==> src/rtl/isp_rgb888_packer_if.sv <==
// Stream bundle between the ISP gamma output, the RGB888 packer and the frame writer.
// The slave modport is the packer's view; the master modport drives it.
interface isp_rgb888_packer_if;
  logic        in_valid;
  logic        in_ready;
  logic [71:0] in_data;
  logic        out_valid;
  logic        out_ready;
  logic [31:0] out_data;
  logic        out_sof;
  logic        out_eol;
  logic        out_eof;

  modport slave (
    input  in_valid, in_data, out_ready,
    output in_ready, out_valid, out_data, out_sof, out_eol, out_eof
  );

  modport master (
    output in_valid, in_data, out_ready,
    input  in_ready, out_valid, out_data, out_sof, out_eol, out_eof
  );
endinterface

==> src/rtl/isp_rgb888_packer.sv <==
// RGB888 packer: rounds/saturates 12-bit channels to 8 bits, repacks the byte
// stream of two-pixel beats into 32-bit words through a 12-byte elastic buffer,
// and marks start-of-frame / end-of-line / end-of-frame from word/line counters.
module isp_rgb888_packer #(
  parameter int IMG_WIDTH  = 1920,
  parameter int IMG_HEIGHT = 1080
) (
  input logic                  clock,
  input logic                  reset,
  isp_rgb888_packer_if.slave   bus
);

  localparam int WPL = IMG_WIDTH * 3 / 4;
  localparam int WW  = $clog2(WPL + 1);
  localparam int HW  = $clog2(IMG_HEIGHT + 1);
  localparam logic [WW-1:0] WORD_LAST = WW'(WPL - 1);
  localparam logic [HW-1:0] LINE_LAST = HW'(IMG_HEIGHT - 1);

  // Round to nearest and clamp; 13-bit sum so 0xFF8..0xFFF cannot wrap to 0.
  function automatic logic [7:0] round_sat(input logic [11:0] c);
    logic [12:0] s;
    s = {1'b0, c} + 13'd8;
    if (s[12]) begin
      round_sat = 8'hFF;
    end else begin
      round_sat = s[11:4];
    end
  endfunction

  // Buffer holds bytes oldest-first at [7:0]; bytes at index >= count_r are kept zero.
  logic [95:0]   buf_r;
  logic [3:0]    count_r;
  logic [WW-1:0] word_cnt_r;
  logic [HW-1:0] line_cnt_r;

  logic [95:0]   buf_next_s;
  logic [95:0]   buf_shift_s;
  logic [3:0]    count_next_s;
  logic [3:0]    base_s;
  logic [47:0]   beat_bytes_s;
  logic [WW-1:0] word_cnt_next_s;
  logic [HW-1:0] line_cnt_next_s;
  logic          in_ready_s;
  logic          out_valid_s;
  logic          push_s;
  logic          pop_s;

  // Handshake qualifiers come from registered occupancy only.
  always_comb begin
    in_ready_s  = !reset && (count_r <= 4'd6);
    out_valid_s = (count_r >= 4'd4);
    push_s      = bus.in_valid && in_ready_s;
    pop_s       = out_valid_s && bus.out_ready;
  end

  // Convert one beat into six bytes in stream order R0 G0 B0 R1 G1 B1.
  always_comb begin
    beat_bytes_s = {round_sat(bus.in_data[11:0]),  round_sat(bus.in_data[23:12]),
                    round_sat(bus.in_data[35:24]), round_sat(bus.in_data[47:36]),
                    round_sat(bus.in_data[59:48]), round_sat(bus.in_data[71:60])};
  end

  // Next buffer contents: drop the head word on pop, append the beat at the tail on push.
  always_comb begin
    buf_shift_s  = buf_r;
    base_s       = count_r;
    buf_next_s   = buf_r;
    count_next_s = count_r;
    if (pop_s) begin
      buf_shift_s = {32'd0, buf_r[95:32]};
      base_s      = count_r - 4'd4;
    end else begin
      buf_shift_s = buf_r;
      base_s      = count_r;
    end
    if (push_s) begin
      buf_next_s = buf_shift_s | ({48'd0, beat_bytes_s} << {base_s, 3'b000});
    end else begin
      buf_next_s = buf_shift_s;
    end
    count_next_s = base_s + (push_s ? 4'd6 : 4'd0);
  end

  // Word-in-line and line-in-frame counters advance on each word transfer.
  always_comb begin
    word_cnt_next_s = word_cnt_r;
    line_cnt_next_s = line_cnt_r;
    if (pop_s) begin
      if (word_cnt_r == WORD_LAST) begin
        word_cnt_next_s = '0;
        if (line_cnt_r == LINE_LAST) begin
          line_cnt_next_s = '0;
        end else begin
          line_cnt_next_s = line_cnt_r + 1'b1;
        end
      end else begin
        word_cnt_next_s = word_cnt_r + 1'b1;
        line_cnt_next_s = line_cnt_r;
      end
    end else begin
      word_cnt_next_s = word_cnt_r;
      line_cnt_next_s = line_cnt_r;
    end
  end

  // State registers; reset discards buffered bytes and restarts the frame.
  always_ff @(posedge clock or posedge reset) begin
    if (reset) begin
      buf_r      <= 96'd0;
      count_r    <= 4'd0;
      word_cnt_r <= '0;
      line_cnt_r <= '0;
    end else begin
      buf_r      <= buf_next_s;
      count_r    <= count_next_s;
      word_cnt_r <= word_cnt_next_s;
      line_cnt_r <= line_cnt_next_s;
    end
  end

  // Outputs decode registered state, so they hold steady under backpressure.
  always_comb begin
    bus.in_ready  = in_ready_s;
    bus.out_valid = out_valid_s;
    bus.out_data  = out_valid_s ? buf_r[31:0] : 32'd0;
    bus.out_sof   = out_valid_s && (word_cnt_r == '0) && (line_cnt_r == '0);
    bus.out_eol   = out_valid_s && (word_cnt_r == WORD_LAST);
    bus.out_eof   = out_valid_s && (word_cnt_r == WORD_LAST) && (line_cnt_r == LINE_LAST);
  end

endmodule

==> src/flat_wrapper.sv <==
// flat-port wrapper written by rule: the top's interface ports become plain ports
module isp_rgb888_packer_flat 
#(
  parameter int IMG_WIDTH  = 1920,
  parameter int IMG_HEIGHT = 1080
)
  (clock, reset, bus_in_valid, bus_in_data, bus_out_ready, bus_in_ready, bus_out_valid, bus_out_data, bus_out_sof, bus_out_eol, bus_out_eof);
  isp_rgb888_packer_if bus_i ();
  input logic clock;
  input logic reset;
  input wire logic [$bits(bus_i.in_valid)-1:0] bus_in_valid;
  input wire logic [$bits(bus_i.in_data)-1:0] bus_in_data;
  input wire logic [$bits(bus_i.out_ready)-1:0] bus_out_ready;
  output wire logic [$bits(bus_i.in_ready)-1:0] bus_in_ready;
  output wire logic [$bits(bus_i.out_valid)-1:0] bus_out_valid;
  output wire logic [$bits(bus_i.out_data)-1:0] bus_out_data;
  output wire logic [$bits(bus_i.out_sof)-1:0] bus_out_sof;
  output wire logic [$bits(bus_i.out_eol)-1:0] bus_out_eol;
  output wire logic [$bits(bus_i.out_eof)-1:0] bus_out_eof;
  assign bus_i.in_valid = bus_in_valid;
  assign bus_i.in_data = bus_in_data;
  assign bus_i.out_ready = bus_out_ready;
  assign bus_in_ready = bus_i.in_ready;
  assign bus_out_valid = bus_i.out_valid;
  assign bus_out_data = bus_i.out_data;
  assign bus_out_sof = bus_i.out_sof;
  assign bus_out_eol = bus_i.out_eol;
  assign bus_out_eof = bus_i.out_eof;
  isp_rgb888_packer #(.IMG_WIDTH(IMG_WIDTH), .IMG_HEIGHT(IMG_HEIGHT)) u_core (.clock(clock), .reset(reset), .bus(bus_i));
endmodule
==> config.mk <==
export PLATFORM = sky130hd
export DESIGN_NAME = isp_rgb888_packer_flat
export DESIGN_NICKNAME = d
export VERILOG_FILES = /design/src/rtl/isp_rgb888_packer_if.sv /design/src/rtl/isp_rgb888_packer.sv /design/src/flat_wrapper.sv
export SDC_FILE = /design/constraint.sdc
export NUM_CORES = 1
export LEC_CHECK = 0
export CAP_MARGIN = 40
export CORE_AREA = 5 5 180 182
export DETAILED_ROUTE_END_ITERATION = 16
export DIE_AREA = 0 0 185 187
export GPL_TIMING_DRIVEN = 0
export PLACE_DENSITY_LB_ADDON = 0.1
export SLEW_MARGIN = 20
export SYNTH_ARGS = -nofsm -noshare
export SYNTH_HDL_FRONTEND = slang
export SYNTH_SLANG_ARGS = --single-unit
==> constraint.sdc <==
create_clock -name clock -period 4.9 [get_ports clock]
set_clock_uncertainty 0.1 [all_clocks]
set_input_delay 0.49 -clock clock [delete_from_list [all_inputs] [get_ports clock]]
set_output_delay 0.49 -clock clock [all_outputs]
set_load 0.02 [all_outputs]
# Word level (Yosys, flattened, before mapping)
# Cells that the tools add are included.
# W data, S select, Z words.
[totals] regBits=122 in_bits=76 output_inout_bits=37 word_cells=44
[op_classes] addsub=10 order_cmp=2 eq_ne=2 shifts=1 muxes=13 bitwise=1 reduce_logical=11
[op_table] cell="$mux W96" count=2
[op_table] cell="$or A96 B96 Y96" count=1
[op_table] cell="$shl A48 B7 Y96" count=1
[op_table] cell="$add A12 B4 Y13 const B" count=6
[op_table] cell="$mux W8" count=6
[op_table] cell="$mux W32" count=1
[op_table] cell="$add A11 B1 Y11 const B" count=2
[op_table] cell="$eq A11 B11 Y1 const B" count=2
[op_table] cell="$logic_not A11 Y1" count=2
[op_table] cell="$mux W11" count=2
[op_table] cell="$logic_and A1 B1 Y1" count=7
[op_table] cell="$add A4 B4 Y4" count=1
[op_table] cell="$ge A4 B3 Y1 const B" count=1
[op_table] cell="$le A4 B3 Y1 const B" count=1
[op_table] cell="$mux W4" count=1
[op_table] cell="$sub A4 B3 Y4 const B" count=1
[op_table] cell="$mux W3" count=1
[op_table] cell="$reduce_and A2 Y1" count=1
[op_table] cell="$logic_not A1 Y1" count=1

# Logic depth before layout (Yosys ltp)
# Gate-level depths: netlist of run 1.
[depth] word_depth=6 depth_mapped=10 mapped_depth_nobuf=8

# Least setup slack after synthesis of run 1
# OpenSTA, ideal clock, no wires.
[synth_timing] kind="flip-flop to flip-flop" startpoint="reg u_core.count_r[3]" endpoint="reg u_core.buf_r[82]" setup_time_ns=0.074 arrival_ns=2.441 slack_ns=2.285 stages_incl_launch_ff=10 period_less_slack_ns=2.615 cell_sequence="dfrtp_1 -> clkbuf_1 -> inv_1 -> ha_1 -> nor2b_1 -> a21boi_1 -> or4b_4 -> buf_6 -> o21a_1 -> o21ai_2"
[synth_via] elab_chain_len=6 word_cells_on_any_way=11 cone_classes="add/sub (1); order compare (2); shift (1); mux (3); bitwise (1); reduce/logical (3)"
[synth_lines] element="start, declared" line_no="isp_rgb888_packer.sv:32" source="logic [3:0] count_r;"
[synth_lines] element="start signal, assigned" line_no="isp_rgb888_packer.sv:115" source="count_r <= count_next_s;"
[synth_lines] element="$ge A4 B3 Y1" line_no="isp_rgb888_packer.sv:51" source="out_valid_s = (count_r >= 4'd4);"
[synth_lines] element="$logic_and A1 B1 Y1" line_no="isp_rgb888_packer.sv:53" source="pop_s = out_valid_s && bus.out_ready;"
[synth_lines] element="$mux W4" line_no="isp_rgb888_packer.sv:69" source="if (pop_s) begin"
[synth_lines] element="$shl A48 B7 Y96" line_no="isp_rgb888_packer.sv:77" source="buf_next_s = buf_shift_s | ({48'd0, beat_bytes_s} << {base_s, 3'b000});"
[synth_lines] element="$or A96 B96 Y96" line_no="isp_rgb888_packer.sv:77"
[synth_lines] element="$mux W96 *" line_no="isp_rgb888_packer.sv:76" source="if (push_s) begin"
[synth_lines] element="net u_core.buf_next_s[82]" line_no="isp_rgb888_packer.sv:36" source="logic [95:0] buf_next_s;"
[synth_lines] element="end signal, assigned" line_no="isp_rgb888_packer.sv:114" source="buf_r <= buf_next_s;"
[synth_lines] element="end, declared" line_no="isp_rgb888_packer.sv:31" source="logic [95:0] buf_r;"
# The timed path passes the listed nets; every way through them passes the cells marked *.
# A chain may end at the register's enable or synchronous reset.

# Worst setup path in the final report of run 1
[layout_timing] startpoint="reg u_core.count_r[3]" endpoint="out bus_out_data[22]"
[layout_via] elab_chain_len=2
[layout_lines] element="$ge A4 B3 Y1" line_no="isp_rgb888_packer.sv:51"
[layout_lines] element="$mux W32" line_no="isp_rgb888_packer.sv:125" source="bus.out_data = out_valid_s ? buf_r[31:0] : 32'd0;"
[layout_lines] element="end, declared" line_no="flat_wrapper.sv:16" source="output wire logic [$bits(bus_i.out_data)-1:0] bus_out_data;"
# No other way between the ends.

==> impl_metrics.tcl, run 1 <==
set metrics [dict create \
    cts_buffers 17 \
    peakVddDrop_mv 0.248 \
    cts_hold_buf 0 \
    num_vias 7142 \
    antennaDiodeCount 0 \
    final_core_util_pct 31.8 \
    start_kind "flip-flop" \
    grt_pass1_wl_um 44200 \
    fill_cells 3256 \
    reg2reg_slack_ns 1.37 \
    period_needed_ns 3.78 \
    antenna_found_initial 0 \
    cp_cell_sequence "clkbuf_1, inv_1, ha_1, o21ai_1, buf_4, clkbuf_1, and2_1, clkdlybuf4s50_1" \
    viasPerCell 5.21 \
    async_reset_ff_share_pct 100 \
    tightest_slew_ns 0.833 \
    worstPathMaxFanout 10 \
    htreeDepth 4 \
    cts.sinks 121 \
    ioPinCount 113 \
    die_area_um2 34600 \
    crit_buf_inv 5 \
    yosysUniqueCellTypes 65 \
    place.gp.congestion 0.849 \
    yosys_warnings 0 \
    max_stage_delay_ns 0.61 \
    hold_class "flip-flop to flip-flop" \
    grt_overflow 0 \
    setup_violations 0 \
    die_h_um 187 \
    drv_slew 0 \
    ys_ff_latch 121 \
    clk_path_buf_depth 2 \
    grt_max_degree 87 \
    synth_edf_count 0 \
    detail_route.wirelength_um 28400 \
    crit_family "buffers and inverters" \
    finalCritPeriodShare_pct 77.1 \
    drtIter0Drc 480 \
    track_usage_pct 16.5 \
    cap_violations 0 \
    crit_path_end "bus_out_data[22]" \
    cts_tree "yes" \
    cts_resized 0 \
    dpl.hpwl_um 21600 \
    critical_path_cell_count 8 \
    synth.top_cell.area_share_pct 40.2 \
    crit_path_top_delay_cell "clkdlybuf4s50_1" \
    wl_per_cell_um 20.7 \
    synth.avg_cell_area_um2 8.87 \
    netlist_instances 850 \
    first_global_vias 7296 \
    drt-pass1-iter-count 5 \
    r2r_start "u_core.count_r[1]" \
    syn_nets 940 \
    core-area_um2 30400 \
    cp.required_ns 4.31 \
    root_buffer "clkbuf_16" \
    status "finished clean" \
    clk_pin_slew_ns 0.05 \
    synthesis.area_um2 7540 \
    portBuffers 91 \
    worstPathArrival_ns 3.19 \
    netlist.top_cell.by_area "dfrtp_1" \
    cts_setup_buffers 0 \
    critPathKind "flip-flop to output pin" \
    reg2reg_to "u_core.buf_r[54]" \
    rsz0062_at_grt "no" \
    drc 0 \
    tns_ns 0 \
    synthTopCellsByCount "dfrtp_1, nor2_1, nand2_1" \
    slew_headroom_pct 43.8 \
    nNetsFinal 1053 \
    seq_area_frac_synth_pct 40.2 \
    drive_above_1_share_pct 6.35 \
    num_rows 64 \
    cp-end-kind "output pin" \
    power_density_nw_per_um2 582 \
    worstSetupStartpoint "u_core.count_r[3]" \
    max_clock_freq_ghz 0.265 \
    clock_latency_ns 0.43 \
    reg2reg_depth 7 \
    area_growth_syn_to_layout_pct 28.5 \
    yosysMostFrequentCell "dfrtp_1" \
    p_leak_nw 4.09 \
    crit_top_cell "clkbuf_1" \
    hold_viol 0 \
    floorplan.initialDensity_pct 24.8 \
    die_w_um 185 \
    synthFlopType "dfrtp_1" \
    yosys-top-cells-area "dfrtp_1, o221ai_1, mux2i_1" \
    ant_nets 0 \
]
through the flow:
stage               setup slack (ns)  instances  cell area (um^2)  total power [mW]  hold slack [ns]
CTS                            0.975       1371              9680              5.70            0.386
global route                   0.825       1372              9680              6.00            0.402
detailed placement              1.39       1339              8990              4.21            0.373
global placement               -1.41       1337              8940              4.20            0.366
floorplan                       1.10        850              7540              3.10            0.348
finish                          1.12       1372              9680              5.64            0.387
cells in the final DEF, fill, tap and decap left out, types with 17 or more instances in the layout:
cell type	n
dfrtp_1	121
nor2_1	98
clkdlybuf4s50_1	91
nand2_1	75
o221ai_1	50
and2_1	49
nand3_1	40
mux2i_1	39
clkbuf_1	38
o22ai_1	35
nand4_1	28
inv_1	27
a21oi_1	27
xor2_1	18
clkbuf_16	17
state kept, by name, summed over array words and instances (netlist names):
signal             flops
u_core.count_r         3
u_core.line_cnt_r     11
u_core.word_cnt_r     11
u_core.buf_r          96
worst register-to-register path, cell delays in order (launching register included):
cell and delay (ns):
dfrtp_1 0.43, clkbuf_1 0.63, nor3b_1 0.14, o21ai_1 0.68, clkbuf_1 0.56, buf_2 0.48, mux2i_1 0.24, o221ai_1 0.12
layout make-up:
| cell class | count | area (um^2) | share of cell area (%) |
|---|---|---|---|
| Multi-Input combinational cell | 653 | 4220 | 43.5 |
| Inverter | 29 | 116 | 1.20 |
| Clock inverter | 14 | 245 | 2.53 |
| Timing Repair Buffer | 94 | 951 | 9.82 |
| Tap cell | 396 | 495 | 5.12 |
| Clock buffer | 18 | 439 | 4.54 |
| Buffer | 47 | 191 | 1.98 |
| Sequential cell | 121 | 3030 | 31.3 |
per-layer routing:
layer  wire length, um  part of all wire [%]  vias to the layer above  global-route usage [%]
li1                  -                     -                     3399                       -
met1             13800                    49                     3535                    23.7
met2             13000                    46                      183                    25.4
met3              1110                   3.9                       25                    2.80
met4               454                   1.6                        0                    4.63
met5                 0                     0                        -                       0
how the worst min path moves through the flow:
stage | from | end | cells past startpoint
2_1_floorplan | u_core.buf_r[95] | u_core.buf_r[95] | 2
3_3_place_gp | u_core.buf_r[82] | u_core.buf_r[82] | 2
3_5_place_dp | u_core.buf_r[82] | u_core.buf_r[82] | 2
4_1_cts | u_core.buf_r[82] | u_core.buf_r[82] | 2
5_1_grt | u_core.buf_r[80] | u_core.buf_r[80] | 1
6_report | u_core.line_cnt_r[9] | u_core.line_cnt_r[9] | 1
kinds of logic (layout without fill, tap and decap cells):
kind of cell	count (synthesis)	after routing	synth area share, %
flops	121	121	40.2
simple gates	362	362	24.2
fa+ha+maj	14	14	2.42
mux	47	47	6.37
compound gates	196	196	18.9
buf+inv	76	202	3.98
xor+xnor	34	34	3.95
report_power, final:
group          total, mW  switching (mW)  internal (mW)
Sequential          1.58           0.221           1.36
Combinational       2.59            1.56           1.03
Clock               1.47           0.499          0.972
Total               5.64            2.28           3.36
(Power assumes the default switching activity.)
==> inputs of run 2 (changes only) <==
==> constraint.sdc (replaced) <==
create_clock -name clock -period 3.05 [get_ports clock]
set_clock_uncertainty 0.1 [all_clocks]
set_input_delay 0.305 -clock clock [delete_from_list [all_inputs] [get_ports clock]]
set_output_delay 0.305 -clock clock [all_outputs]
set_load 0.02 [all_outputs]
==> run 2 against run 1 <==
- global-route usage grew 0.21 points
- sequential power increased by 61%
- sequential share of layout area down 0.34 points
- design area rose by 1.2%
- clock-buffer cell count is 1 higher
- register-to-register slack got worse by 1.2 ns
- total power rose by 59%
- first-iteration DRC count rose by 6.0%
- flip-flop and latch count stayed put
- utilization rose by 0.37 points
- critical path type unchanged
- largest power group unchanged
- highest routed layer unchanged
==> impl_metrics.tcl, run 2 (synthesized netlist as in run 1, its figures left out) <==
set metrics [dict create \
    status "finished clean" \
    start_kind "flip-flop" \
    area_growth_syn_to_layout_pct 30.0 \
    cts_hold_buf 0 \
    htreeDepth 4 \
    tightest_slew_ns 0.843 \
    die_h_um 187 \
    finalWorstSetupSlack_ns 0.0942 \
    drt-pass1-iter-count 6 \
    hold_class "input port to flip-flop" \
    grt_pass1_wl_um 44700 \
    clk_pin_slew_ns 0.06 \
    clock_latency_ns 0.42 \
    fill_cells 3246 \
    clk_path_buf_depth 2 \
    drc 0 \
    multiInputGateArea_um2 4280 \
    reg2reg_depth 8 \
    cts_buffers 17 \
    whs_path_depth 3 \
    portBuffers 91 \
    cp-end-kind "output pin" \
    die_area_um2 34600 \
    max_clock_freq_ghz 0.338 \
    dp.cells 1342 \
    p_leak_nw 4.19 \
    antennaDiodeCount 0 \
    cap_violations 0 \
    track_usage_pct 16.7 \
    setup_violations 0 \
    grt_overflow 0 \
    cts.sinks 121 \
    ioPinCount 113 \
    critPathKind "flip-flop to output pin" \
    peakVddDrop_mv 0.427 \
    final_area_um2 9800 \
    dpl.hpwl_um 21900 \
    reg2reg_to "u_core.buf_r[57]" \
    regArea_um2 3030 \
    place.gp.congestion 0.872 \
    worstPathMaxFanout 10 \
    final_cell_mix "dfrtp_1, nor2_1, clkdlybuf4s50_1, nand2_1, o221ai_1" \
    drive_above_1_share_pct 9.88 \
    slew_headroom_pct 43.0 \
    hold_viol 0 \
    ant_nets 0 \
    detail_route.wirelength_um 28800 \
    core-area_um2 30400 \
    final_core_util_pct 32.2 \
    num_vias 7202 \
    cts_tree "yes" \
    antenna_found_initial 0 \
    nNetsFinal 1059 \
    dpl_cell_area_um2 9050 \
    reg2reg_slack_ns 0.19 \
    layout_commonest_cell "dfrtp_1" \
    biggestRegsByFlops "u_core.buf_r: 96 flops, u_core.line_cnt_r: 11 flops, u_core.word_cnt_r: 11 flops" \
    finalCritPeriodShare_pct 96.9 \
    drtIter0Drc 509 \
    floorplan.initialDensity_pct 24.8 \
    largest_reg_flops 96 \
    power_density_nw_per_um2 913 \
    min-delay-start "bus_out_ready" \
    pre_cts_slack_ns -0.439 \
    regMostFlops "u_core.buf_r" \
    root_buffer "clkbuf_16" \
    min_to "u_core.line_cnt_r[3]" \
    p_total_mw 8.95 \
    cp.required_ns 2.64 \
    stdcell_count 1378 \
    num_rows 64 \
    drv_slew 0 \
    die_w_um 185 \
    grt_max_degree 28 \
    wl_per_cell_um 20.9 \
    viasPerCell 5.23 \
    first_global_vias 7206 \
    worstPathArrival_ns 2.55 \
    rsz0062_at_grt "no" \
    period_needed_ns 2.96 \
    r2r_start "u_core.count_r[2]" \
]
## run 2: cell count changes in the layout (fill, tap and decap cells not counted), moves of 3 or more
cell and delta:
buf_4 +4, clkbuf_8 +3, buf_12 +3, clkbuf_2 +18, clkinvlp_4 +5, clkdlybuf4s50_1 -4, bufinv_16 -4, dlymetal6s2s_1 +3
clkbuf_1 -23
## run 2: report_power, final
| group | internal, mW | leakage, nW | switching (mW) |
|---|---|---|---|
| clock | 1.25 | 0.278 | 0.816 |
| sequential | 2.18 | 1.57 | 0.355 |
| combinational | 1.76 | 2.35 | 2.59 |
## run 2: area by class of cell
| cell class | instances | area share, % |
|---|---|---|
| Sequential cell | 121 | 30.9 |
| Tap cell | 396 | 5.06 |
| Timing Repair Buffer | 101 | 10.7 |
| Buffer | 46 | 2.40 |
| Inverter | 29 | 1.15 |
| Clock buffer | 19 | 4.62 |
| Clock inverter | 13 | 1.49 |
| Multi-Input combinational cell | 653 | 43.7 |
## run 2: critical path, cell delays in order (launching register included)
cell             delay [ns]
dfrtp_2                0.44
inv_1                  0.10
ha_1                   0.32
o21ai_4                0.21
clkbuf_8               0.27
and2_1                 0.18
clkdlybuf4s50_1        0.61
## run 2: stage by stage
stage	hold WS, ns	setup TNS [ns]
2_1_floorplan	0.348	0
3_3_place_gp	0.370	-91.70
3_5_place_dp	0.372	-29.25
4_1_cts	0.290	0
5_1_grt	0.322	0
6_report	0.320	0
## run 2: per-layer routing
| layer | GRT usage [%] | vias up | part of all wire, % | wire length, um |
|---|---|---|---|---|
| met5 | 0 | - | 0 | 0 |
| met1 | 24.0 | 3562 | 48 | 13700 |
| li1 | - | 3401 | - | - |
| met2 | 26.4 | 217 | 47 | 13500 |
| met3 | 2.72 | 22 | 4.4 | 1260 |
| met4 | 3.47 | 0 | 1.0 | 295 |
## run 2: what timing repair did
action                                  4_1_cts  5_1_grt
resized for setup                            23       32
cloned                                        0        0
endpoints found under the setup margin      136      111
buffers inserted                              1        3
## run 2: how the worst max path moves through the flow
stage | endpoint | from | slack [ns]
floorplan | u_core.buf_r[82] | u_core.count_r[3] | 0.43
global placement | bus_out_data[22] | u_core.count_r[3] | -0.62
detailed placement | u_core.buf_r[38] | u_core.count_r[3] | -0.44
CTS | bus_out_eof | u_core.line_cnt_r[8] | 0.007
global route | bus_out_data[30] | u_core.count_r[2] | 0.006
finish | bus_out_data[22] | u_core.count_r[2] | 0.09
